File: src/rtl/seg_scan_ctrl_if.sv
// Display-side bundle for seg_scan_ctrl: frame load inputs, display controls and
// the active-low segment/anode pins plus the frame strobe.
interface seg_scan_ctrl_if #(
  parameter int NUM_DIGITS = 8
);
  logic                         load;
  logic [NUM_DIGITS-1:0][3:0]   digits_in;
  logic [NUM_DIGITS-1:0]        dp_in;
  logic                         blank_lz_en;
  logic                         disp_en;
  logic [7:0]                   seg_out;
  logic [NUM_DIGITS-1:0]        an_out;
  logic                         frame_done;

  modport master (
    output load, digits_in, dp_in, blank_lz_en, disp_en,
    input  seg_out, an_out, frame_done
  );

  modport slave (
    input  load, digits_in, dp_in, blank_lz_en, disp_en,
    output seg_out, an_out, frame_done
  );
endinterface

File: src/rtl/seg_scan_ctrl.sv
// Multiplexed seven-segment scanner with shadow-frame loading, leading-zero blanking
// and a frame strobe. Define HEX_EN to show glyphs A-F for codes 10-15.
module seg_scan_ctrl #(
  parameter int NUM_DIGITS = 8,
  parameter int SCAN_DIV   = 100000
) (
  input  logic           clk,
  input  logic           rst_n,
  seg_scan_ctrl_if.slave bus
);
  localparam int IW = (NUM_DIGITS > 1) ? $clog2(NUM_DIGITS) : 1;
  localparam int PW = (SCAN_DIV > 1) ? $clog2(SCAN_DIV) : 1;
  localparam logic [IW-1:0] LAST_IDX = IW'(NUM_DIGITS - 1);
  localparam logic [PW-1:0] LAST_PSC = PW'(SCAN_DIV - 1);

  typedef struct packed {
    logic [NUM_DIGITS-1:0][3:0] code;
    logic [NUM_DIGITS-1:0]      dp;
  } frame_t;

  frame_t                active, shadow;
  logic                  pending;
  logic [PW-1:0]         psc;
  logic [IW-1:0]         idx;
  logic                  step, wrap;
  logic [NUM_DIGITS-1:0] blank;
  logic                  run;
  logic [7:0]            seg_nxt, seg_q;
  logic [NUM_DIGITS-1:0] an_nxt, an_q;
  logic                  done_q;

  function automatic logic [7:0] encode(input logic [3:0] code, input logic dp);
    logic [7:0] r;
    r = {7'h7F, ~dp};
    case (code)
      4'd0:  r[7:1] = 7'b0000001;
      4'd1:  r[7:1] = 7'b1001111;
      4'd2:  r[7:1] = 7'b0010010;
      4'd3:  r[7:1] = 7'b0000110;
      4'd4:  r[7:1] = 7'b1001100;
      4'd5:  r[7:1] = 7'b0100100;
      4'd6:  r[7:1] = 7'b0100000;
      4'd7:  r[7:1] = 7'b0001111;
      4'd8:  r[7:1] = 7'b0000000;
      4'd9:  r[7:1] = 7'b0000100;
`ifdef HEX_EN
      4'd10: r[7:1] = 7'b0001000;
      4'd11: r[7:1] = 7'b1100000;
      4'd12: r[7:1] = 7'b0110001;
      4'd13: r[7:1] = 7'b1000010;
      4'd14: r[7:1] = 7'b0110000;
      4'd15: r[7:1] = 7'b0111000;
`else
      // Out-of-range codes show a lone dp so a bad value is still visible.
      default: r = 8'hFE;
`endif
    endcase
    return r;
  endfunction

  assign step = (psc == LAST_PSC);
  assign wrap = step && (idx == LAST_IDX);

  always_ff @(posedge clk or negedge rst_n) begin
    if (!rst_n) begin
      psc     <= '0;
      idx     <= '0;
      active  <= '0;
      shadow  <= '0;
      pending <= 1'b0;
      done_q  <= 1'b0;
    end else begin
      psc    <= step ? '0 : psc + PW'(1);
      done_q <= wrap;
      if (step) idx <= wrap ? '0 : idx + IW'(1);
      if (wrap && pending) active <= shadow;
      // A load on the wrap cycle wins: old shadow commits, new data waits a frame.
      if (bus.load) begin
        shadow.code <= bus.digits_in;
        shadow.dp   <= bus.dp_in;
        pending     <= 1'b1;
      end else if (wrap) begin
        pending <= 1'b0;
      end
    end
  end

  // Blank zeros from the top digit down until a significant digit or a lit dp.
  always_comb begin
    blank = '0;
    run   = bus.blank_lz_en;
    for (int i = NUM_DIGITS - 1; i > 0; i--) begin
      run      = run & (active.code[i] == 4'd0) & ~active.dp[i];
      blank[i] = run;
    end
  end

  always_comb begin
    seg_nxt = 8'hFF;
    an_nxt  = '1;
    if (bus.disp_en && (int'(idx) < NUM_DIGITS)) begin
      an_nxt[idx] = 1'b0;
      if (!blank[idx]) seg_nxt = encode(active.code[idx], active.dp[idx]);
    end
  end

  always_ff @(posedge clk or negedge rst_n) begin
    if (!rst_n) begin
      seg_q <= 8'hFF;
      an_q  <= '1;
    end else begin
      seg_q <= seg_nxt;
      an_q  <= an_nxt;
    end
  end

  assign bus.seg_out    = seg_q;
  assign bus.an_out     = an_q;
  assign bus.frame_done = done_q;
endmodule
File: src/flat_wrapper.sv
// flat-port wrapper written by rule: the top's interface ports become plain ports
module seg_scan_ctrl_flat 
#(
  parameter int NUM_DIGITS = 8,
  parameter int SCAN_DIV   = 100000
)
  (clk, rst_n, bus_load, bus_digits_in, bus_dp_in, bus_blank_lz_en, bus_disp_en, bus_seg_out, bus_an_out, bus_frame_done);
  seg_scan_ctrl_if #(.NUM_DIGITS(NUM_DIGITS)) bus_i ();
  input  logic clk;
  input  logic rst_n;
  input wire logic [$bits(bus_i.load)-1:0] bus_load;
  input wire logic [$bits(bus_i.digits_in)-1:0] bus_digits_in;
  input wire logic [$bits(bus_i.dp_in)-1:0] bus_dp_in;
  input wire logic [$bits(bus_i.blank_lz_en)-1:0] bus_blank_lz_en;
  input wire logic [$bits(bus_i.disp_en)-1:0] bus_disp_en;
  output wire logic [$bits(bus_i.seg_out)-1:0] bus_seg_out;
  output wire logic [$bits(bus_i.an_out)-1:0] bus_an_out;
  output wire logic [$bits(bus_i.frame_done)-1:0] bus_frame_done;
  assign bus_i.load = bus_load;
  assign bus_i.digits_in = bus_digits_in;
  assign bus_i.dp_in = bus_dp_in;
  assign bus_i.blank_lz_en = bus_blank_lz_en;
  assign bus_i.disp_en = bus_disp_en;
  assign bus_seg_out = bus_i.seg_out;
  assign bus_an_out = bus_i.an_out;
  assign bus_frame_done = bus_i.frame_done;
  seg_scan_ctrl #(.NUM_DIGITS(NUM_DIGITS), .SCAN_DIV(SCAN_DIV)) u_core (.clk(clk), .rst_n(rst_n), .bus(bus_i));
endmodule
File: config.mk
export PLATFORM = sky130hd
export DESIGN_NAME = seg_scan_ctrl_flat
export DESIGN_NICKNAME = d
export VERILOG_FILES = /design/src/rtl/seg_scan_ctrl_if.sv /design/src/rtl/seg_scan_ctrl.sv /design/src/flat_wrapper.sv
export SDC_FILE = /design/constraint.sdc
export NUM_CORES = 1
export LEC_CHECK = 0
export BUFFER_PORTS_ARGS = -buffer_cell sky130_fd_sc_hd__buf_4
export CAP_MARGIN = 0
export CORE_MARGIN = 2
export CORE_UTILIZATION = 40
export CTS_BUF_LIST = sky130_fd_sc_hd__clkbuf_16
export DETAILED_ROUTE_END_ITERATION = 10
export PLACE_DENSITY = 0.67
export SLEW_MARGIN = 40
export SYNTH_ARGS = -nofsm -noshare
export SYNTH_HDL_FRONTEND = slang
export SYNTH_SLANG_ARGS = --single-unit
File: constraint.sdc
create_clock -name clk -period 5.5 [get_ports clk]
set_input_delay 1.1 -clock clk [delete_from_list [all_inputs] [get_ports clk]]
set_output_delay 1.1 -clock clk [all_outputs]
set_load 0.02 [all_outputs]
* Yosys cells after proc, flatten, opt, wreduce, memory -nomap -nowiden
Index checks and enable logic that the tools add are counted.
** Word-level totals
- Bits in registers :: 118
- Bits of input ports :: 45
- Output and inout port bits :: 17
- Logic and storage cells :: 92
** Operators by class
- Add/subtract/negate cells :: 2
- Order comparisons :: 2
- Equality and inequality tests :: 11
- Multiplexer cells :: 17
- Bitwise operators :: 23
- Reductions and logical operators :: 13
** Operators with widths (count)
- one-hot mux 7 bit (10 select lines) :: 1
- logical NOT 4 bit :: 8
- two-way mux 8 bit :: 3
- adder 17 x 1 -> 17 bit (second input constant) :: 1
- == test 17 bit (second input constant) :: 1
- two-way mux 17 bit :: 1
- == test 4 x 3 -> 1 bit (second input constant) :: 4
- AND 1 bit :: 14
- binary-select mux 4 bit (select 3 bit) :: 1
- OR reduction 10 bit :: 1
- == test 4 x 2 -> 1 bit (second input constant) :: 2
- == test 4 bit (second input constant) :: 2
- NOT 1 bit :: 8
- NOT 8 bit :: 1
- binary-select mux 1 bit (select 3 bit) :: 2
- two-way mux 1 bit :: 6
- == test 4 x 1 -> 1 bit (second input constant) :: 1
- less-than comparator 3 x 4 -> 1 bit (second input constant) :: 1
- two-way mux 4 bit :: 1
- adder 3 x 1 -> 3 bit (second input constant) :: 1
- demux 1 bit (select 3 bit) :: 1
- == test 3 bit (second input constant) :: 1
- greater-or-equal comparator 3 x 1 -> 1 bit (second input constant) :: 1
- logical AND 1 bit :: 3
- 2 further kinds :: 2

* Depth between registers and ports, before layout
- Depth in word-level cells :: 19
- Mapped depth :: 7
- Mapped depth without buffers :: 6

* Worst setup path after synthesis
Ideal clock, no wire load.
- Kind :: input-to-reg
- From :: input bus_blank_lz_en
- To :: register u_core.seg_q[7] (netlist: u_core.bus.seg_out[7])
- Setup time :: 0.081 ns
- Data arrival time :: 2.330 ns
- Required time :: 5.419 ns
- Path slack :: 3.089 ns
- Cell stages on the path :: 5
- Buffers on the path :: 0
- Cells stage by stage :: or4b_2 -> nor3_1 -> o211a_1 -> o221ai_1 -> o211ai_1
** Between the ends
- Word-level cells in the longest chain between the ends :: 18
** Ends and longest elaborated chain
- start: declaration :: line flat_wrapper.sv:14 : input wire logic [$bits(bus_i.blank_lz_en)-1:0] bus_blank_lz_en;
- AND 1 bit (*) (2 in series) :: line seg_scan_ctrl.sv:93 : run = run & (active.code[i] == 4'd0) & ~active.dp[i];
- AND 1 bit (12 in series) :: line seg_scan_ctrl.sv:93
- binary-select mux 1 bit (select 3 bit) (*) :: line seg_scan_ctrl.sv:103 : if (!blank[idx]) seg_nxt = encode(active.code[idx], active.dp[idx]);
- two-way mux 1 bit (not written as such) (*) :: line seg_scan_ctrl.sv:103
- two-way mux 8 bit (*) :: line seg_scan_ctrl.sv:103
- two-way mux 8 bit (*) :: line seg_scan_ctrl.sv:101 : if (bus.disp_en && (int'(idx) < NUM_DIGITS)) begin
- via u_core.seg_nxt[7] :: line seg_scan_ctrl.sv:28 : logic [7:0] seg_nxt, seg_q;
- end signal: assignment :: line seg_scan_ctrl.sv:112 : seg_q <= seg_nxt;
- end: declaration :: line seg_scan_ctrl.sv:28
Mark *: on every way through the listed nets, which the timed path passes. The rest lies on a longest branch. The select of a mux whose other input is x is not followed.
A chain may end at the register's enable or synchronous reset.

* Worst setup path after layout
- From :: register u_core.psc[0]
- To :: register u_core.active[2] in the netlist's numbering
** Between the ends
- Word-level cells in the longest chain between the ends :: 3
** Ends and longest elaborated chain
- start: declaration :: line seg_scan_ctrl.sv:23 : logic [PW-1:0] psc;
- start signal: assignment :: line seg_scan_ctrl.sv:73 : psc <= step ? '0 : psc + PW'(1);
- == test 17 bit :: line seg_scan_ctrl.sv:61 : assign step = (psc == LAST_PSC);
- logical AND 1 bit :: line seg_scan_ctrl.sv:62 : assign wrap = step && (idx == LAST_IDX);
- logical AND 1 bit :: line seg_scan_ctrl.sv:76 : if (wrap && pending) active <= shadow;
- end signal: assignment :: line seg_scan_ctrl.sv:76
- end: declaration :: line seg_scan_ctrl.sv:21 : frame_t active, shadow;
No other way between the ends.

==> summary.md <==
| Metric | Value |
|---|---|
| Status | `finished clean` |
| Global route overflow | `0` |
| Min Tclk post-route | `2650 ps` |
| Leading cell type in the layout, fill and taps excluded | `dfrtp_1` |
| Seq/Total Area, Yosys | `0.581` |
| Final setup fails | `0` |
| Port Buffers | `61` |
| Worst vdd ir | `214 uV` |
| Clock Latency Late Sink | `400 ps` |
| Reg power frac | `0.444` |
| Final period util | `0.481` |
| Worst Clk Skew | `7.89 ps` |
| CTS tree | `yes` |
| Pwr per Cell Area | `329 nW/um2` |
| Cells after synthesis | `366` |
| Crit-path max FO | `40` |
| Pleak | `0.00290 uW` |
| Post-synth cell types | `50` |
| Critical Path AT | `2920 ps` |
| Number of fill cells in the layout | `1100` |
| Nets | `478` |
| Fin. max-slew vios | `0` |
| Overall Global Routing Usage | `0.157` |
| Setup bufs post-CTS | `0` |
| Min-Delay Path Class | `reg -> reg` |
| EDFF count, synth | `0` |
| Hold buffer count at cts | `0` |
| H-tree levels | `4` |
| Fmax | `0.378 GHz` |
| CP required | `5780 ps` |
| Sink Count | `118` |
| Horiz. Die Dim | `117 um` |
| Clk network pwr share | `0.513` |
| Setup WS post-layout | `2850 ps` |
| RSZ-0062 raised after global routing | `no` |
| Via/cell ratio | `5.11` |
| Clk Tree Root Cell | `clkbuf_16` |
| Most frequent cells in the layout | `dfrtp_1, mux2_2, buf_4` |
| Resized cells post-CTS | `0` |
| Clock Tree Buf Depth | `2` |
| Antenna Cells | `0` |
| Avg Inst Size Synth | `14.0 um2` |
| I/O pins | `62` |
| DR WL/cell | `15.8 um` |
| Crit start category | `register` |
| Initial Util | `0.407` |
| Residual DRC | `0` |
| Internal power | `1650 uW` |
| TritonCTS buffer count | `17` |
| Post-route setup TNS | `0 ps` |
| Die Area | `13700 um2` |
| Vias in the first global route | `3310` |
| Antenna viol nets, final | `0` |
| Switching Share | `0.205` |
| DR iter-0 viols | `214` |
| Power share of the combinational group | `0.044` |
| First-pass iteration count of the detailed router | `4` |
| Final HPWL DP | `6.83 mm` |
| Synth Flop Type | `dfrtp_1` |
| Crit end category | `register` |
| Sw power | `426 uW` |
| CTS clock-pin slew for the worst setup and hold paths | `50 ps` |
| First-pass GRT wire length | `16.2 mm` |
| Slew @ Worst Pin | `731 ps` |
| Syn Std Cell Area | `5120 um2` |
| Cell Count, Final, Fillers Out | `615` |
| Total detailed-routing wirelength | `9.74 mm` |
| #FFs+latches synth | `118` |
| Layout cell share with drive strength beyond 1 | `0.445` |
| Post-Place Cells | `583` |
| FP Rows | `41` |
| WS Path Type | `reg -> reg` |
| Layout Cell Area excl Fill | `6310 um2` |
| Antenna violations before repair | `0` |
| Post-Syn Nets | `414` |
| DP Worst Slack | `2620 ps` |
| Synthesis-to-layout area growth | `23.2%` |
| Core region area | `12600 um2` |
| Final Hold Fails | `0` |
| Largest net degree at the start of global routing | `82` |
| Yosys warns | `0` |
| Async set-reset flop share out of synthesis | `1.00` |
| Placed Area | `5730 um2` |
| Routability congestion estimate | `0.788` |
| Vias after detailed routing | `3140` |
| Die H | `117 um` |
| Slew HR | `0.513` |
| Worst hold slack | `493 ps` |
| Max cap viols | `0` |
-- per-stage QoR --
stage	utilization	power, uW
5_1_grt	0.502	2150
3_5_place_dp	0.456	1030
2_1_floorplan	-	971
6_report	0.502	2080
3_3_place_gp	0.455	1030
4_1_cts	0.501	2110
-- worst max-delay path: stages (launching register included) --
cell and delay [ps]:
dfrtp_1 450, ha_1 260, nand4_1 240, nor3_4 550
nand3_4 510, mux2_1 500
-- layer usage --
layer  share of wire  routed length, um  GRT usage  vias to the layer above
met4           0.014                138     0.0580                        0
met1            0.43               4180      0.195                     1586
met5               0                  0          0                        -
met3           0.045                434     0.0443                       13
li1                -                  -          -                     1471
met2            0.51               4980      0.262                       70
-- state kept, by name, summed over array words and instances (netlist names) --
register               cells
u_core.active             40
u_core.pending             1
u_core.shadow             40
u_core.bus.an_out          8
u_core.bus.seg_out         8
u_core.idx                 3
u_core.bus.frame_done      1
u_core.psc                17
-- final cells by class --
class | instances | area (um2) | area share
clock inverters | 15 | 145 | 0.0230
well taps | 172 | 215 | 0.0341
flip-flops and latches | 118 | 2970 | 0.472
inverters | 4 | 15.0 | 0.00238
clock buffers | 17 | 425 | 0.0675
repair buffers | 62 | 469 | 0.0744
multi-input cells | 227 | 2060 | 0.327
-- worst paths after layout --
| kind | start | end | depth (start not counted) | slack [ps] |
|---|---|---|---|---|
| worst max-delay path | u_core.psc[0]$_DFF_PN0_ | u_core.active[2]$_DFFE_PN0P_ | 5 | 2850 |
| min in group asynchronous | rst_n | u_core.psc[7]$_DFF_PN0_ | 1 | 720 |
| worst min-delay path | u_core.shadow[1]$_DFFE_PN0P_ | u_core.active[1]$_DFFE_PN0P_ | 1 | 490 |
| max in group asynchronous | rst_n | u_core.bus.an_out[6]$_DFF_PN1_ | 2 | 3770 |
| worst min register to register | u_core.shadow[1]$_DFFE_PN0P_ | u_core.active[1]$_DFFE_PN0P_ | 1 | 490 |
| worst max register to register | u_core.psc[0]$_DFF_PN0_ | u_core.active[2]$_DFFE_PN0P_ | 5 | 2850 |
-- power groups by stage --
stage	clock network, uW	registers, uW	logic, uW
after floorplan	0	932	39.3
after global placement	0	937	90.1
after detailed placement	0	938	93.4
after CTS	1090	923	93.5
after global routing	1130	926	101
final	1060	922	90.5
-- Yosys cell counts, drive strengths merged, types with 5 or more instances --
cell    instances  area [um2]
dfrtp         102        2550
buf            11        63.8
dfstp          16         420
nor3            8        45.0
clkbuf          6        22.5
mux4           10         240
nand4           5        31.3
xnor2           9        78.8
nor2           21        78.8
nand2          15        56.3
nand3          19        95.1
o21ai           6        30.0
mux2           84         946
xor2            6        52.6
-- logic make-up (layout without fill, tap and decap cells) --
group                    count (synthesis)  in the layout  share of synthesized area
buffers and inverters                   21             98                     0.0198
AND/OR/NAND/NOR                         90             90                     0.0941
AO/OA/AOI/OAI                           22             22                     0.0296
multiplexers                            97             97                      0.243
flip-flops                             118            118                      0.581
adder cells (fa/ha/maj)                  3              3                    0.00734
XOR/XNOR                                15             15                     0.0257
Note: power is estimated with default switching activity, not from simulation.
